File: src/rtl/fetch_pkg.sv
// Shared widths, PC source encodings and memory FSM states for the fetch unit.
package fetch_pkg;

  localparam int DATA_W   = 16;
  localparam int OPCODE_W = 4;

  // Next-PC source selected by PCData
  typedef enum logic [1:0] {
    SEL_INC    = 2'd0,
    SEL_BRANCH = 2'd1,
    SEL_JUMP   = 2'd2,
    SEL_JR     = 2'd3
  } PcSel;

  // Memory port handshake states
  typedef enum logic {
    MEM_IDLE = 1'b0,
    MEM_WAIT = 1'b1
  } MemState;

  // Pseudo-direct jump target: keep the PC's top nibble, take the rest from IR
  function automatic logic [DATA_W-1:0] jumpTarget(input logic [DATA_W-1:0] pc,
                                                    input logic [DATA_W-1:0] ir);
    return {pc[DATA_W-1:DATA_W-OPCODE_W], ir[DATA_W-OPCODE_W-1:0]};
  endfunction

endpackage

File: src/rtl/mem_port_fsm.sv
// Memory port handshake: a request completes in the same cycle when ack is
// already high, otherwise its address/data/direction are frozen until ack.
module mem_port_fsm
  import fetch_pkg::*;
(
  input  logic              CLK,
  input  logic              RST_N,
  input  logic              memRead,
  input  logic              memWrite,
  input  logic              iRegWrite,
  input  logic [DATA_W-1:0] reqAddr,
  input  logic [DATA_W-1:0] reqWdata,
  input  logic              mem_ack,
  output logic              mem_req,
  output logic              mem_we,
  output logic [DATA_W-1:0] mem_addr,
  output logic [DATA_W-1:0] mem_wdata,
  output logic              Stall,
  output logic              accessDone,
  output logic              accessWrite,
  output logic              accessIRegWrite
);

  MemState           state;
  logic              latWe;
  logic              latIrw;
  logic [DATA_W-1:0] latAddr;
  logic [DATA_W-1:0] latWdata;
  logic              liveReq;

  assign liveReq = memRead | memWrite;

  // Present either the live request (idle) or the frozen one (waiting); reset silences the port
  always_comb begin
    mem_req         = 1'b0;
    mem_we          = memWrite;
    mem_addr        = reqAddr;
    mem_wdata       = reqWdata;
    accessIRegWrite = iRegWrite;
    if (RST_N) begin
      if (state == MEM_WAIT) begin
        mem_req         = 1'b1;
        mem_we          = latWe;
        mem_addr        = latAddr;
        mem_wdata       = latWdata;
        accessIRegWrite = latIrw;
      end else begin
        mem_req = liveReq;
      end
    end
    Stall       = mem_req & ~mem_ack;
    accessDone  = mem_req & mem_ack;
    accessWrite = mem_we;
  end

  // State register and request latch; a write wins when read and write are both asked for
  always_ff @(posedge CLK or negedge RST_N) begin
    if (!RST_N) begin
      state    <= MEM_IDLE;
      latWe    <= 1'b0;
      latIrw   <= 1'b0;
      latAddr  <= '0;
      latWdata <= '0;
    end else begin
      case (state)
        MEM_IDLE: begin
          if (liveReq && !mem_ack) begin
            state    <= MEM_WAIT;
            latWe    <= memWrite;
            latIrw   <= iRegWrite;
            latAddr  <= reqAddr;
            latWdata <= reqWdata;
          end
        end
        MEM_WAIT: begin
          if (mem_ack) begin
            state <= MEM_IDLE;
          end
        end
        default: state <= MEM_IDLE;
      endcase
    end
  end

endmodule

File: src/rtl/fetch_unit.sv
// Fetch unit: PC, IR and MDR registers around a stalling memory port.
module fetch_unit
  import fetch_pkg::*;
(
  input  logic                CLK,
  input  logic                RST_N,
  input  logic                PCWrite,
  input  logic                PCWriteBeq,
  input  logic                PCWriteBne,
  input  logic [1:0]          PCData,
  input  logic                IRegWrite,
  input  logic                IorD,
  input  logic                MemRead,
  input  logic                MemWrite,
  input  logic                Zero,
  input  logic [DATA_W-1:0]   ALUResult,
  input  logic [DATA_W-1:0]   ALUOut,
  input  logic [DATA_W-1:0]   RegA,
  input  logic [DATA_W-1:0]   RegB,
  output logic [OPCODE_W-1:0] Opcode,
  output logic [DATA_W-1:0]   IR,
  output logic [DATA_W-1:0]   PC,
  output logic [DATA_W-1:0]   MDR,
  output logic                Stall,
  output logic                mem_req,
  output logic                mem_we,
  output logic [DATA_W-1:0]   mem_addr,
  output logic [DATA_W-1:0]   mem_wdata,
  input  logic [DATA_W-1:0]   mem_rdata,
  input  logic                mem_ack
);

  logic              pcLoad;
  logic [DATA_W-1:0] nextPc;
  logic [DATA_W-1:0] reqAddr;
  logic              accessDone;
  logic              accessWrite;
  logic              accessIRegWrite;

  assign reqAddr = IorD ? ALUOut : PC;
  assign Opcode  = IR[DATA_W-1 -: OPCODE_W];
  assign pcLoad  = (PCWrite | (PCWriteBeq & Zero) | (PCWriteBne & ~Zero)) & ~Stall;

  mem_port_fsm memPort (
    .CLK             (CLK),
    .RST_N           (RST_N),
    .memRead         (MemRead),
    .memWrite        (MemWrite),
    .iRegWrite       (IRegWrite),
    .reqAddr         (reqAddr),
    .reqWdata        (RegB),
    .mem_ack         (mem_ack),
    .mem_req         (mem_req),
    .mem_we          (mem_we),
    .mem_addr        (mem_addr),
    .mem_wdata       (mem_wdata),
    .Stall           (Stall),
    .accessDone      (accessDone),
    .accessWrite     (accessWrite),
    .accessIRegWrite (accessIRegWrite)
  );

  // Choose the next PC from the incrementer, branch target, jump field or register
  always_comb begin
    nextPc = ALUResult;
    case (PcSel'(PCData))
      SEL_INC:    nextPc = ALUResult;
      SEL_BRANCH: nextPc = ALUOut;
      SEL_JUMP:   nextPc = jumpTarget(PC, IR);
      SEL_JR:     nextPc = RegA;
      default:    nextPc = ALUResult;
    endcase
  end

  // PC register, frozen while the memory port is stalling
  always_ff @(posedge CLK or negedge RST_N) begin
    if (!RST_N) begin
      PC <= '0;
    end else if (pcLoad) begin
      PC <= nextPc;
    end
  end

  // Completed reads land in MDR, and in IR too when this access was an instruction fetch
  always_ff @(posedge CLK or negedge RST_N) begin
    if (!RST_N) begin
      IR  <= '0;
      MDR <= '0;
    end else if (accessDone && !accessWrite) begin
      MDR <= mem_rdata;
      if (accessIRegWrite) begin
        IR <= mem_rdata;
      end
    end
  end

endmodule

File: config.mk
export PLATFORM = sky130hd
export DESIGN_NAME = fetch_unit
export DESIGN_NICKNAME = d
export VERILOG_FILES = /design/src/rtl/fetch_pkg.sv /design/src/rtl/mem_port_fsm.sv /design/src/rtl/fetch_unit.sv
export SDC_FILE = /design/constraint.sdc
export NUM_CORES = 1
export LEC_CHECK = 0
export ABC_AREA = 1
export CORE_AREA = 5 5 104 106
export DETAILED_ROUTE_END_ITERATION = 8
export DIE_AREA = 0 0 109 111
export HOLD_SLACK_MARGIN = 0.08
export PLACE_DENSITY = 0.92
export SLEW_MARGIN = 0
export SYNTH_ARGS = -nofsm -noshare
export SYNTH_HDL_FRONTEND = slang
export SYNTH_HIERARCHICAL = 1
export SYNTH_SLANG_ARGS = --single-unit
File: constraint.sdc
create_clock -name CLK -period 4.5 [get_ports CLK]
set_clock_uncertainty 0.05 [all_clocks]
set_input_delay 0.45 -clock CLK [delete_from_list [all_inputs] [get_ports CLK]]
set_output_delay 0.45 -clock CLK [all_outputs]
set_load 0.01 [all_outputs]
* Word level (Yosys, flattened, before mapping)
Cells that the tools add are included.
** Cells by class
- Equal/unequal tests :: 3
- Muxes and demuxes :: 15
- Bitwise gates (word level) :: 13
- Reduce and logical (&&, ||, !) cells :: 8
** Operators by type and width (count)
- 2-to-1 mux 16 bit :: 5
- one-hot mux 16 bit (4 select lines) :: 1
- 2-to-1 mux 1 bit :: 8
- AND reduction 2 bit :: 3
- bitwise AND 1 bit :: 5
- NOT 1 bit :: 5
- equality test 2 bit, second input constant :: 2
- bitwise OR 1 bit :: 3
- equality test 2 x 1 -> 1 bit, second input constant :: 1
- logical AND 1 bit :: 2
- zero test 1 bit :: 2
- zero test 2 bit :: 1
- one-hot mux 1 bit (2 select lines) :: 1
** Storage, ports and cells
- Register bits :: 83
- Input bits :: 93
- Output and inout port bits :: 87
- Logic and storage cells :: 48

* Longest topological paths before layout
- Word-level depth :: 7
- Gate-level depth with buffers :: 11
- Mapped depth without buffers :: 9

* Modules after synthesis
Netlist, hierarchy kept.
** Modules (own cells, without submodules)
- fetch_unit :: times used 1, cells an instance 328, area each 2638.8 um^2, seq. area each 1201.2 um^2
- mem_port_fsm :: times used 1, cells an instance 274, area each 1944.4 um^2, seq. area each 875.8 um^2

* Worst setup path after synthesis
Ideal clock, no wire load.
- Path kind :: input port to output port
- Start point :: input IorD
- End point :: output mem_addr[11]
- Arrival :: 1.274 ns
- Required time :: 4.000 ns
- Path slack :: 2.726 ns
- Stages :: 5
- Buffers on the path :: 2
- Cell sequence :: buf_2 > buf_4 > mux2_2 > nand2_1 > nand2_1
** On the way
- Cells in the longest elaborated chain, start to end :: 3
** Ends and longest elaborated chain
- start: declaration :: line fetch_unit.sv:12 : input logic IorD,
- 2-to-1 mux 16 bit * :: line fetch_unit.sv:40 : assign reqAddr = IorD ? ALUOut : PC;
- named net reqAddr[11] :: line fetch_unit.sv:35 : logic [DATA_W-1:0] reqAddr;
- 2-to-1 mux 16 bit :: line mem_port_fsm.sv:41 : if (state == MEM_WAIT) begin
- 2-to-1 mux 16 bit * :: line mem_port_fsm.sv:40 : if (RST_N) begin
- end: declaration :: line fetch_unit.sv:27 : output logic [DATA_W-1:0] mem_addr,
Mark *: on every way through the listed nets, which the timed path passes. The rest lies on a longest branch.

* Final worst setup path
- Start point :: input RST_N
- End point :: output mem_we
** On the way
- Cells in the longest elaborated chain, start to end :: 1
** Ends and longest elaborated chain
- start: declaration :: line fetch_unit.sv:6 : input logic RST_N,
- 2-to-1 mux 1 bit :: line mem_port_fsm.sv:40
- end: declaration :: line fetch_unit.sv:26 : output logic mem_we,
Every way passes these cells.

==> key figures <==
Setup path
  • Worst path buffer plus inverter count: 3
  • CP max stage cell: clkdlybuf4s50_1
  • Critical path type: input pin to output pin
  • Largest delay share family, worst path: buffers and inverters
  • CP startpoint kind: input pin
  • Worst path arrival time: 3040 ps
  • Critical path endpoint category: output pin
  • CP peak stage delay: 610 ps
  • Critical Path RT: 4000 ps
  • Crit Path Max Fanout: 52
  • Cell breakdown of the critical path: dlygate4sd3_1 -> buf_4 -> nand2_2 -> a21oi_1 -> clkdlybuf4s50_1

Pwr
  • Max IR drop VDD: 0.000180 V
  • Total power: 2.35 mW
  • Leak Pwr: 3.17 nW
  • Power Density: 363 mW/mm^2

Finish
  • Layout cells sized above 1: 7.39%
  • Antenna diodes: 0
  • Finished Cell Area: 0.00649 sq mm
  • Area growth syn-to-layout: 41.6%
  • Final #Nets: 846
  • Post-Layout Cell Count: 891
  • Post-Route Utilization: 67.0%
  • FILL cells: 800

Detailed routing
  • Routed WL: 14600 um
  • WL/cell: 16.4 um
  • Via count: 4711
  • Via-per-instance ratio: 5.29
  • Drt pass-1 iters: 5
  • DR DRC count: 0
  • ANT nets after route: 0
  • Number of DRC markers in iteration 0: 324

Floorplan
  • Initial Utilization: 47.3%
  • Top Ports: 180
  • Area of the core: 0.00968 sq mm
  • Full die area: 0.0121 sq mm
  • Horiz. Die Dim: 109 um
  • DIE HEIGHT: 111 um
  • Cell Rows: 36

Timing
  • Max-slew violation count: 0
  • Worst hold margin: 430 ps
  • Actual slew at the worst max-slew pin: 1230 ps
  • Endpoints failing setup: 0
  • Total Neg Setup Slack: 0 ps
  • Setup slack after layout: 964 ps
  • Min cycle time layout: 3540 ps
  • Period utilization: 78.6%
  • Final hold violations: 0
  • Unrepaired setup endpoints after global routing: false
  • Slew headroom: 17.7%
  • Max Clock Freq: 283 MHz

Synth
  • Async set-or-reset flop fraction in the synthesized netlist: 100%
  • Synthesized area per cell: 7.61 sq um
  • Proportion of netlist area held by the largest area contributor: 45.3%
  • Register area share after synthesis: 45.3%
  • Post-synth cell types: 22
  • Most frequent cell after synthesis: nand2_1
  • Number of synthesized flops with an enable pin: 0
  • YS warnings: 6
  • Seq cells post-synth: 83
  • Post-synth top cells: nand2_1, nand3_1, dfrtp_1, inv_1, o21ai_0
  • Netlist Area Pre-Place: 0.00458 sq mm
  • Cell taking the most area after synthesis: dfrtp_1
  • Post-synthesis cell count: 602
  • Synth Flop Type: dfrtp_1
  • Largest cells by area after synthesis: dfrtp_1, nand2_1, nand3_1, mux2_2, inv_1
  • Synthesized net count: 695

GRT
  • GR Util All Layers: 24.5%
  • Vias in the first global route: 4830
  • Grt total ovfl: 0
  • First-pass GRT wire length: 23900 um
  • Largest net degree at the start of global routing: 53
  • Antenna violations before repair: 0

Clock network
  • Hold_buf cts: 1
  • Clock Pin Slew Worst Setup and Hold Paths: 90 ps
  • Clk_lat worst skew: 340 ps
  • CTS H-Tree Depth: 3
  • Post-CTS sizing: 0
  • Post-CTS Setup Bufs: 0
  • CTS Sinks: 83
  • Cts bufs inserted: 9
  • CTS tree: built
  • Clock root buffer: clkbuf_8
  • Number of buffers on the longest clock path: 2

Run
  • Max cap viols: 0

Placed design
  • Worst slack, placed: 1320 ps
  • Final GP Congestion: 0.883
  • Placed Cells: 874
  • Count of buffers from port buffering: 179
  • Placed cell areas: 0.00628 sq mm
  • Detail Placement HPWL: 10700 um

Outcome
  • Status: finished, final reports clean

Hold path
  • Path type of the worst min-delay path: flip-flop to flip-flop
==> layout by cell type (no fill, tap or decap), types with 5 or more instances in the layout <==
master and count:
a21oi_1 5, buf_4 5, clkbuf_8 10, clkdlybuf4s50_1 178
dfrtp_1 83, inv_1 37, mux2_2 15, nand2_1 238
nand3_1 108, nand3_2 12, nand4_1 7, nor2_1 10
o21ai_0 22, o21ai_1 12
==> path summary, 6_finish.rpt <==
path	from	to	slack (ps)	depth (start not counted)
setup reg to reg	memPort/state$_DFF_PN0_	IR[0]$_DFFE_PN0P_	1640	8
hold reg to reg	memPort/latWdata[15]$_DFFE_PN0P_	memPort/latWdata[15]$_DFFE_PN0P_	430	2
max in group asynchronous	RST_N	PC[13]$_DFFE_PN0P_	2860	3
min in group asynchronous	RST_N	memPort/latAddr[14]$_DFFE_PN0P_	620	2
hold / removal	memPort/latWdata[15]$_DFFE_PN0P_	memPort/latWdata[15]$_DFFE_PN0P_	430	2
setup / recovery	RST_N	mem_we	960	5
==> per-layer routing <==
layer	track usage, %	vias to the layer above	share of wire [%]
li1	-	2226	-
met1	30.8	2227	40
met2	41.1	223	50
met3	3.84	35	6.9
met4	10.6	0	3.3
met5	0	-	0
==> kinds of logic (layout without fill, tap and decap cells) <==
family	Yosys count	in the layout	synth area share [%]
simple gates	382	382	37.2
flops	83	83	45.3
buf+inv	83	239	9.58
compound gates	39	39	4.26
mux	15	15	3.69
==> registers in the layout, indices dropped and copies added, names as in the netlist <==
signal and cells:
memPort/state 1, PC 16, memPort/latAddr 16, MDR 16, IR 16, memPort/latWe 1
memPort/latIrw 1, memPort/latWdata 16
==> worst min-delay path: cells and delay by family, from the launching register on <==
kind,cells,cell delay [ps]
flip-flops,1,360
AND/OR/NAND/NOR,2,90
==> where the power goes <==
part	internal, mW	switching (mW)
clock network	0.274	0.274
registers	0.893	0.105
logic	0.426	0.382
==> cell type report <==
cell class | instances | area [sq um] | share of cell area [%]
Tap cell | 133 | 166 | 2.56
Clock buffer | 11 | 141 | 2.18
Timing Repair Buffer | 184 | 1830 | 28.2
Sequential cell | 83 | 2080 | 32.0
Clock inverter | 5 | 62.6 | 0.964
Multi-Input combinational cell | 436 | 2070 | 31.8
Inverter | 39 | 146 | 2.26
Note: power is estimated with default switching activity, not from simulation.
